==> config.mk <==
export PLATFORM = sky130hd
export DESIGN_NAME = mm_wb_stage
export DESIGN_NICKNAME = d
export VERILOG_FILES = /design/src/rtl/mm_wb_stage.sv
export SDC_FILE = /design/constraint.sdc
export NUM_CORES = 1
export LEC_CHECK = 0
export CAP_MARGIN = 20
export CORE_ASPECT_RATIO = 0.9
export CORE_UTILIZATION = 49
export DETAILED_ROUTE_END_ITERATION = 8
export GPL_TIMING_DRIVEN = 0
export HOLD_SLACK_MARGIN = 0.1
export PLACE_DENSITY = 0.86
export SYNTH_ARGS = -nofsm -noshare
export SYNTH_HDL_FRONTEND = slang
export SYNTH_SLANG_ARGS = --single-unit
==> constraint.sdc <==
create_clock -name clk -period 2 [get_ports clk]
set_input_delay 0.2 -clock clk [delete_from_list [all_inputs] [get_ports clk]]
set_output_delay 0.2 -clock clk [all_outputs]
set_load 0.05 [all_outputs]
==> src/rtl/mm_wb_stage.sv <==
// MEM/WB pipeline stage: registered payload with valid/ready handshake, optional
// 2-entry skid buffer, flush, write-back data select and a saturating bubble counter.
module mm_wb_stage #(
    parameter int              XLEN    = 32,
    parameter int              OP_W    = 6,
    parameter int              RD_W    = 5,
    parameter logic [OP_W-1:0] LOAD_OP = 6'b100011,
    parameter int              SKID    = 1,
    parameter int              CNT_W   = 16
) (
    input  logic             clk,
    input  logic             rst_n,
    input  logic             flush,
    input  logic             cnt_clr,
    input  logic             in_valid,
    output logic             in_ready,
    input  logic [OP_W-1:0]  in_opcode,
    input  logic [XLEN-1:0]  in_pc,
    input  logic [XLEN-1:0]  in_alu,
    input  logic [XLEN-1:0]  in_mem,
    input  logic [RD_W-1:0]  in_rd,
    output logic             out_valid,
    input  logic             out_ready,
    output logic [OP_W-1:0]  out_opcode,
    output logic [XLEN-1:0]  out_pc,
    output logic [XLEN-1:0]  out_alu,
    output logic [XLEN-1:0]  out_mem,
    output logic [RD_W-1:0]  out_rd,
    output logic [XLEN-1:0]  out_wb_data,
    output logic [CNT_W-1:0] bubble_cnt
);

    localparam int PL_W = OP_W + 3 * XLEN + RD_W;

    logic [PL_W-1:0]  in_pl_s;
    logic [PL_W-1:0]  main_r;
    logic [PL_W-1:0]  main_d_s;
    logic [PL_W-1:0]  skid_r;
    logic [PL_W-1:0]  skid_d_s;
    logic             main_valid_r;
    logic             main_valid_d_s;
    logic             skid_valid_r;
    logic             skid_valid_d_s;
    logic             ready_s;
    logic             accept_s;
    logic [CNT_W-1:0] bubble_cnt_r;

    assign in_pl_s  = {in_opcode, in_pc, in_alu, in_mem, in_rd};
    assign accept_s = in_valid && ready_s;

    // In skid mode readiness depends only on stored state, breaking the out_ready path.
    always_comb begin
        ready_s = 1'b0;
        if (SKID != 0) begin
            ready_s = !skid_valid_r;
        end else begin
            ready_s = !main_valid_r || out_ready;
        end
    end

    // Next-state selection for main and skid registers; flush wins over everything.
    always_comb begin
        main_d_s       = main_r;
        main_valid_d_s = main_valid_r;
        skid_d_s       = skid_r;
        skid_valid_d_s = skid_valid_r;
        if (flush) begin
            main_valid_d_s = 1'b0;
            skid_valid_d_s = 1'b0;
        end else if (SKID != 0) begin
            if (!main_valid_r || out_ready) begin
                if (skid_valid_r) begin
                    main_d_s       = skid_r;
                    main_valid_d_s = 1'b1;
                    if (accept_s) begin
                        skid_d_s       = in_pl_s;
                        skid_valid_d_s = 1'b1;
                    end else begin
                        skid_valid_d_s = 1'b0;
                    end
                end else if (accept_s) begin
                    main_d_s       = in_pl_s;
                    main_valid_d_s = 1'b1;
                end else begin
                    main_valid_d_s = 1'b0;
                end
            end else if (accept_s) begin
                skid_d_s       = in_pl_s;
                skid_valid_d_s = 1'b1;
            end else begin
                skid_valid_d_s = skid_valid_r;
            end
        end else begin
            skid_valid_d_s = 1'b0;
            if (accept_s) begin
                main_d_s       = in_pl_s;
                main_valid_d_s = 1'b1;
            end else if (out_ready) begin
                main_valid_d_s = 1'b0;
            end else begin
                main_valid_d_s = main_valid_r;
            end
        end
    end

    // Storage registers for both entries and their valid bits.
    always_ff @(posedge clk or negedge rst_n) begin
        if (!rst_n) begin
            main_r       <= {PL_W{1'b0}};
            skid_r       <= {PL_W{1'b0}};
            main_valid_r <= 1'b0;
            skid_valid_r <= 1'b0;
        end else begin
            main_r       <= main_d_s;
            skid_r       <= skid_d_s;
            main_valid_r <= main_valid_d_s;
            skid_valid_r <= skid_valid_d_s;
        end
    end

    // Saturating count of cycles where no entry is presented downstream.
    always_ff @(posedge clk or negedge rst_n) begin
        if (!rst_n) begin
            bubble_cnt_r <= {CNT_W{1'b0}};
        end else if (cnt_clr) begin
            bubble_cnt_r <= {CNT_W{1'b0}};
        end else if (!main_valid_r && (bubble_cnt_r != {CNT_W{1'b1}})) begin
            bubble_cnt_r <= bubble_cnt_r + {{(CNT_W-1){1'b0}}, 1'b1};
        end else begin
            bubble_cnt_r <= bubble_cnt_r;
        end
    end

    assign in_ready   = ready_s;
    assign out_valid  = main_valid_r;
    assign bubble_cnt = bubble_cnt_r;
    assign {out_opcode, out_pc, out_alu, out_mem, out_rd} = main_r;

    // Loads write back memory data, everything else the ALU result.
    always_comb begin
        out_wb_data = {XLEN{1'b0}};
        if (out_opcode == LOAD_OP) begin
            out_wb_data = out_mem;
        end else begin
            out_wb_data = out_alu;
        end
    end

endmodule

==> results of run 1 <==
synthesized netlist by cell type (2+ instances only):
cell        n  share of area (%)
a211oi_1    2               0.15
a21oi_1   116                5.7
and3_1      2               0.12
buf_1       3               0.11
buf_2      30                1.5
buf_4       4               0.29
clkbuf_1   15               0.55
dfrtp_1   232                 57
inv_1       4               0.15
mux2_2    140                 15
mux2i_1   108                 11
nand2_1     5               0.18
nand3_1     4               0.20
nand4_1     2               0.12
nand4_2     2               0.24
nand4_4     2               0.41
nor2_1    118                4.3
nor2b_1     2               0.12
nor3_1      4               0.20
nor4_1      2               0.12
nor4b_1     2               0.17
o21ai_0     2              0.098
o31ai_1     4               0.29
or2_1       2               0.12
or3_1       3               0.18
or4_1       4               0.29
layout make-up:
class | instances | area, um^2
repair buffers | 282 | 2880
plain buffers | 50 | 334
clock inverters | 10 | 129
multi-input cells | 543 | 4250
fillers | 1451 | 5780
inverters | 4 | 15.0
well taps | 255 | 319
flip-flops and latches | 232 | 5810
diodes | 2 | 5.00
clock buffers | 36 | 707
worst register-to-register path, stage by stage, from the launching register on:
cell and delay (ns):
dfrtp_1 0.37, buf_2 0.18, and2b_1 0.23, nor3_4 0.29, buf_4 0.27, buf_2 0.30
nor2_1 0.11, a21oi_1 0.13
report_power, final:
group	leakage, uW	total, uW	internal [uW]	switching, uW
logic	0.00296	4550	1840	2710
clock network	0.000416	4670	2840	1830
registers	0.00273	6220	5620	601
total	0.00610	15500	10300	5140
state kept, by name (all words and copies together) (netlist names):
name          count
bubble_cnt       16
skid_valid_r      1
out_valid         1
main_r          107
skid_r          107
worst min-delay path by stage:
stage / startpoint / endpoint
finish: cnt_clr / bubble_cnt[15]
global route: cnt_clr / bubble_cnt[6]
CTS: cnt_clr / bubble_cnt[15]
detailed placement: rst_n / skid_r[74]
global placement: skid_r[57] / skid_r[57]
floorplan: rst_n / bubble_cnt[0]
placed cells by master (no fill, tap or decap), types with 3 or more instances in the layout:
| cell type | n |
|---|---|
| clkbuf_16 | 25 |
| buf_12 | 3 |
| dfrtp_2 | 6 |
| mux2_2 | 138 |
| buf_2 | 20 |
| dfrtp_1 | 226 |
| clkinv_2 | 6 |
| a21oi_1 | 116 |
| mux2i_1 | 108 |
| dlygate4sd2_1 | 13 |
| or4_1 | 4 |
| buf_6 | 34 |
| clkbuf_8 | 4 |
| o31ai_1 | 4 |
| dlymetal6s2s_1 | 6 |
| clkbuf_1 | 16 |
| nand2_1 | 5 |
| nand3_1 | 3 |
| nor3_1 | 4 |
| nor2_1 | 118 |
| mux2_4 | 3 |
| clkdlybuf4s50_1 | 215 |
| buf_4 | 21 |
| bufinv_16 | 3 |
| buf_8 | 3 |
| or3_1 | 3 |
| inv_1 | 4 |
routing by layer:
layer | track usage, % | vias up
met5 | 0 | -
met4 | 7.14 | 0
met3 | 5.20 | 34
met2 | 42.1 | 236
met1 | 33.5 | 3909
li1 | - | 3567
cells by family after synthesis:
group	count (synthesis)
fa+ha+maj	1
mux	249
xor+xnor	1
simple gates	163
buf+inv	57
flops	232
compound gates	129
stage by stage:
step / instances / worst slack [ns]
finish: 1414 / -0.372
global route: 1413 / -0.453
CTS: 1407 / -0.413
detailed placement: 1357 / -0.965
global placement: 1355 / -9.97
floorplan: 832 / -0.0244
repair_timing:
action / 4_1_cts / 5_1_grt
resized for setup: 271 / 30
endpoints found under the setup margin: 246 / 163
setup buffers: 5 / 6
hold buffers: 1 / 0
pin swaps: 2 / 3
hold endpoints to repair: 128 / 0
==> flow_summary_export.csv, run 1 <==
group,metric,value,unit
status,status,"complete, but fails checks",
status,violations,"setup timing",
cells_and_area,fin_util,71.4,%
floorplan,die_x,155,um
worst_setup_path,cp-endpoint,"out_wb_data[2]",
yosys,synth_nets,946,
clocking,cts_max_level,1,
sta,tns,-11.50,ns
worst_setup_path,slowest_delay,0.42,ns
worst_setup_path,rrSetupSlack,0.05,ns
global_routing,grt_max_degree,105,
yosys,yosys_warnings,0,
yosys,synthArstFlopShare,100,%
floorplan,die_y,139,um
clocking,cts.sinks,232,
cells_and_area,area_growth,40.8,%
yosys,ys_seq_elements,232,
route,met1_length,11800,um
worst_setup_path,critPathBufInv,2,
route,wl_per_cell,19.3,um
sta,rsz0062_at_grt,"true",
clocking,clk_pin_slew,0.06,ns
global_routing,overflow,0,
floorplan,rows,49,
yosys,synth_fa_ha_area_share,0.122,%
power_and_ir_drop,p_per_area,1070,nW/um^2
placed_design,globalplace.congestion,0.846,
sta,period_needed,2.37,ns
yosys,synth_compound_area_share,6.83,%
worst_setup_path,cpLargestDelayFamily,"simple AND/OR/NAND/NOR gates",
floorplan,io_pins,270,
worst_hold_path,hold_path_class,"in2reg",
global_routing,grt_antenna_before_repair,2,
route,vias,7746,
yosys,synth_top_family_by_area,"multiplexers",
sta,slew_headroom,44.4,%
worst_setup_path,crit_required,1.80,ns
placed_design,dp_hpwl,19000,um
yosys,synth_ff_type,"dfrtp_1",
route,routed_wl,27300,um
sta,maxSlewViolCount,0,
power_and_ir_drop,p_leak,0.00610,uW
clocking,root_buffer,"clkbuf_16",
worst_setup_path,worstSetupStartpoint,"main_r[104]",
clocking,clk_latency,0.52,ns
route,wl_met3,1660,um
yosys,syn_avg_cell_area,12.3,um^2
sta,tightest_slew,0.834,ns
worst_setup_path,reg2reg_from,"out_valid",
global_routing,grt_pass1_wl,42800,um
placed_design,place_area,13300,um^2
sta,setup_slack,-0.372,ns
worst_setup_path,start_kind,"register",
yosys,ys_seq_area_share,56.6,%
worst_setup_path,cp-end-kind,"primary output",
route,highest_layer,"met4",
power_and_ir_drop,vdd_ir_drop_max,0.777,mV
worst_setup_path,crit_slowest_cell,"dfrtp_2",
clocking,clockBufferDepth,3,
power_and_ir_drop,power,15500,uW
route,ant_nets,0,
floorplan,core_area,20200,um^2
sta,hold_viol,0,
yosys,synthMuxAreaShare,26.0,%
cells_and_area,layout-drive-gt1-share,24.7,%
cells_and_area,fin_area,14400,um^2
worst_setup_path,crit_chain,"nor4b_2 > and3_4 > buf_12 > mux2_2 > buf_6",
route,wl_met2,13400,um
worst_setup_path,r2r-end,"main_r[49]",
sta,layout_worst_path_cycle_share,119,%
floorplan,start_util,50.7,%
worst_hold_path,hold_path_depth,2,
worst_setup_path,crit_arrival,2.17,ns
worst_setup_path,cp.depth,5,
clocking,cts_made_buffers,25,
clocking,cts_tree,"yes",
global_routing,grt_pass1_vias,7938,
cells_and_area,nets,1252,
yosys,ys_types,44,
floorplan,fp.dieArea,21500,um^2
yosys,yosys.area_share.simple,7.73,%
yosys,synth_xor_area_share,0.0853,%
sta,hold_slack,0.159,ns
global_routing,grt_usage,25.3,%
yosys,syn_area,10300,um^2
yosys,synth_edf_count,0,
route,dr.pass1.iters,4,
route,drtIter0Drc,370,
run,maxCapViolations,0,
route,drc,0,
sta,skew,0.00728,ns
yosys,synth_cells,832,
sta,finalSetupViolations,32,
worst_setup_path,cp_max_fo,10,
worst_setup_path,worstSetupPathType,"reg2out",
placed_design,io_buffer_count,268,
sta,max_freq,422,MHz
worst_setup_path,r2r_cells,7,
route,routed_via_density,5.48,
No activity file was read; power rests on OpenSTA's default activity.
==> inputs of run 2 (changes only) <==
SLEW_MARGIN = 20   (was default)
clock period = 2.52 ns   (was 2 ns; I/O delays follow)
==> run 2 against run 1 <==
Net effect:
- the flow now finishes without violations
- hold slack got worse by 0.042 ns
- power fell by 22%
- flip-flop and latch count did not move
- die area did not move
- clock power fell by 24%
- global-route usage rose by 0.36 points
- final area fell by 0.40%
- sequential power fell by 20%
- non-clock buffer count fell by 1
- wire length rose by 1.0%
- critical endpoint is now out_wb_data[30]
==> flow_summary_export.csv, run 2 (same netlist as run 1, synthesis figures left out) <==
group,metric,value,unit
sta,tns,0,ns
worst_setup_path,worstSetupPathType,"reg2out",
worst_setup_path,crit_required,2.27,ns
sta,maxSlewViolCount,0,
sta,layout_worst_path_cycle_share,99.5,%
sta,max_freq,399,MHz
route,routed_via_density,5.48,
route,routed_wl,27600,um
sta,finalSetupViolations,0,
global_routing,grt_antenna_before_repair,1,
power_and_ir_drop,p_per_area,843,nW/um^2
cells_and_area,area_growth,40.2,%
worst_setup_path,cp_max_fo,5,
clocking,cts_made_buffers,25,
clocking,cts_tree,"yes",
sta,skew,0.00923,ns
cells_and_area,layout-drive-gt1-share,23.6,%
cells_and_area,final_common_cell,"clkdlybuf4s50_1",
route,drtIter0Drc,352,
worst_setup_path,reg2reg_from,"out_valid",
sta,rsz0062_at_grt,"true",
worst_hold_path,hold_path_class,"in2async",
run,maxCapViolations,0,
global_routing,grt_pass1_wl,43700,um
route,vias,7739,
clocking,clk_pin_slew,0.06,ns
clocking,cts.sinks,232,
floorplan,die_y,139,um
placed_design,pre_cts_ws,-0.459,ns
floorplan,core_area,20200,um^2
worst_setup_path,start_kind,"register",
power_and_ir_drop,vdd_ir_drop_max,0.595,mV
sta,period_needed,2.51,ns
floorplan,start_util,50.7,%
cells_and_area,fin_util,71.1,%
floorplan,io_pins,270,
power_and_ir_drop,p_leak,0.00596,uW
worst_setup_path,cp-end-kind,"primary output",
worst_setup_path,r2r_cells,6,
cells_and_area,n_antenna_cell,0,
clocking,root_buffer,"clkbuf_16",
global_routing,overflow,0,
floorplan,die_x,155,um
sta,setup_slack,0.0138,ns
worst_setup_path,crit_arrival,2.25,ns
sta,tightest_slew,0.844,ns
clocking,clockBufferDepth,3,
placed_design,dp_hpwl,19200,um
global_routing,grt_max_degree,99,
cells_and_area,final_cells,1411,
floorplan,rows,49,
route,wl_per_cell,19.6,um
route,dr.pass1.iters,4,
global_routing,grt_usage,25.6,%
clocking,clk_latency,0.52,ns
status,status,"completed",
sta,hold_viol,0,
global_routing,grt_pass1_vias,7986,
sta,slew_headroom,43.7,%
placed_design,globalplace.congestion,0.815,
route,ant_nets,0,
cells_and_area,nets,1251,
route,drc,0,
worst_setup_path,worstSetupStartpoint,"main_r[104]",
placed_design,placedCellCount,1358,
cells_and_area,layout_common_cells,"clkdlybuf4s50_1, dfrtp_1, mux2_2",
placed_design,io_buffer_count,268,
clocking,cts_max_level,1,
floorplan,fp.dieArea,21500,um^2
## run 2: cell type report
cell class / instances / area, um^2
Sequential cell: 232 / 5810
Timing Repair Buffer: 282 / 2940
Tap cell: 255 / 319
Multi-Input combinational cell: 543 / 4260
Clock inverter: 13 / 100
Clock buffer: 33 / 696
Fill cell: 1410 / 5840
Inverter: 4 / 15.0
Buffer: 49 / 256
## run 2: power by group
part	total, uW	switching, uW	internal (uW)
Combinational	3650	2160	1490
Sequential	4950	488	4460
Clock	3530	1480	2050
## run 2: per-stage QoR
step | total power [uW] | hold WS (ns) | instance area (um^2)
global route | 12600 | 0.109 | 14400
global placement | 8390 | 0.485 | 13300
finish | 12100 | 0.117 | 14400
CTS | 12100 | 0.101 | 14300
floorplan | 7140 | -0.0436 | 10300
detailed placement | 8530 | 0.0555 | 13400
## run 2: worst paths after layout
path	endpoint	slack, ns
max	out_wb_data[30]	0.01
max in group asynchronous	bubble_cnt[2]	1.04
min	skid_r[70]	0.12
min in group clk	bubble_cnt[15]	0.22
min reg2reg	skid_r[39]	0.51
max reg2reg	skid_r[104]	0.26
## run 2: worst max-delay path, cell delays in order (launching register included)
cell     delay, ns
dfrtp_1       0.39
nor4b_2       0.27
and3_4        0.26
buf_6         0.12
buf_8         0.13
buf_6         0.11
mux2_4        0.30
buf_8         0.15
## run 2: timing repair
| action | in CTS | in global routing |
|---|---|---|
| pin swaps | 2 | 2 |
| hold buffers | 1 | 0 |
| gates resized for setup | 185 | 90 |
| hold endpoints to repair | 105 | 0 |
| buffers inserted | 8 | 3 |
| setup endpoints to repair | 33 | 40 |
## run 2: routing by layer
layer	global-route usage, %	share of wire [%]	vias up
met2	42.7	49	239
li1	-	-	3571
met4	6.20	2.3	0
met1	34.1	43	3884
met5	0	0	-
met3	5.82	6.0	45
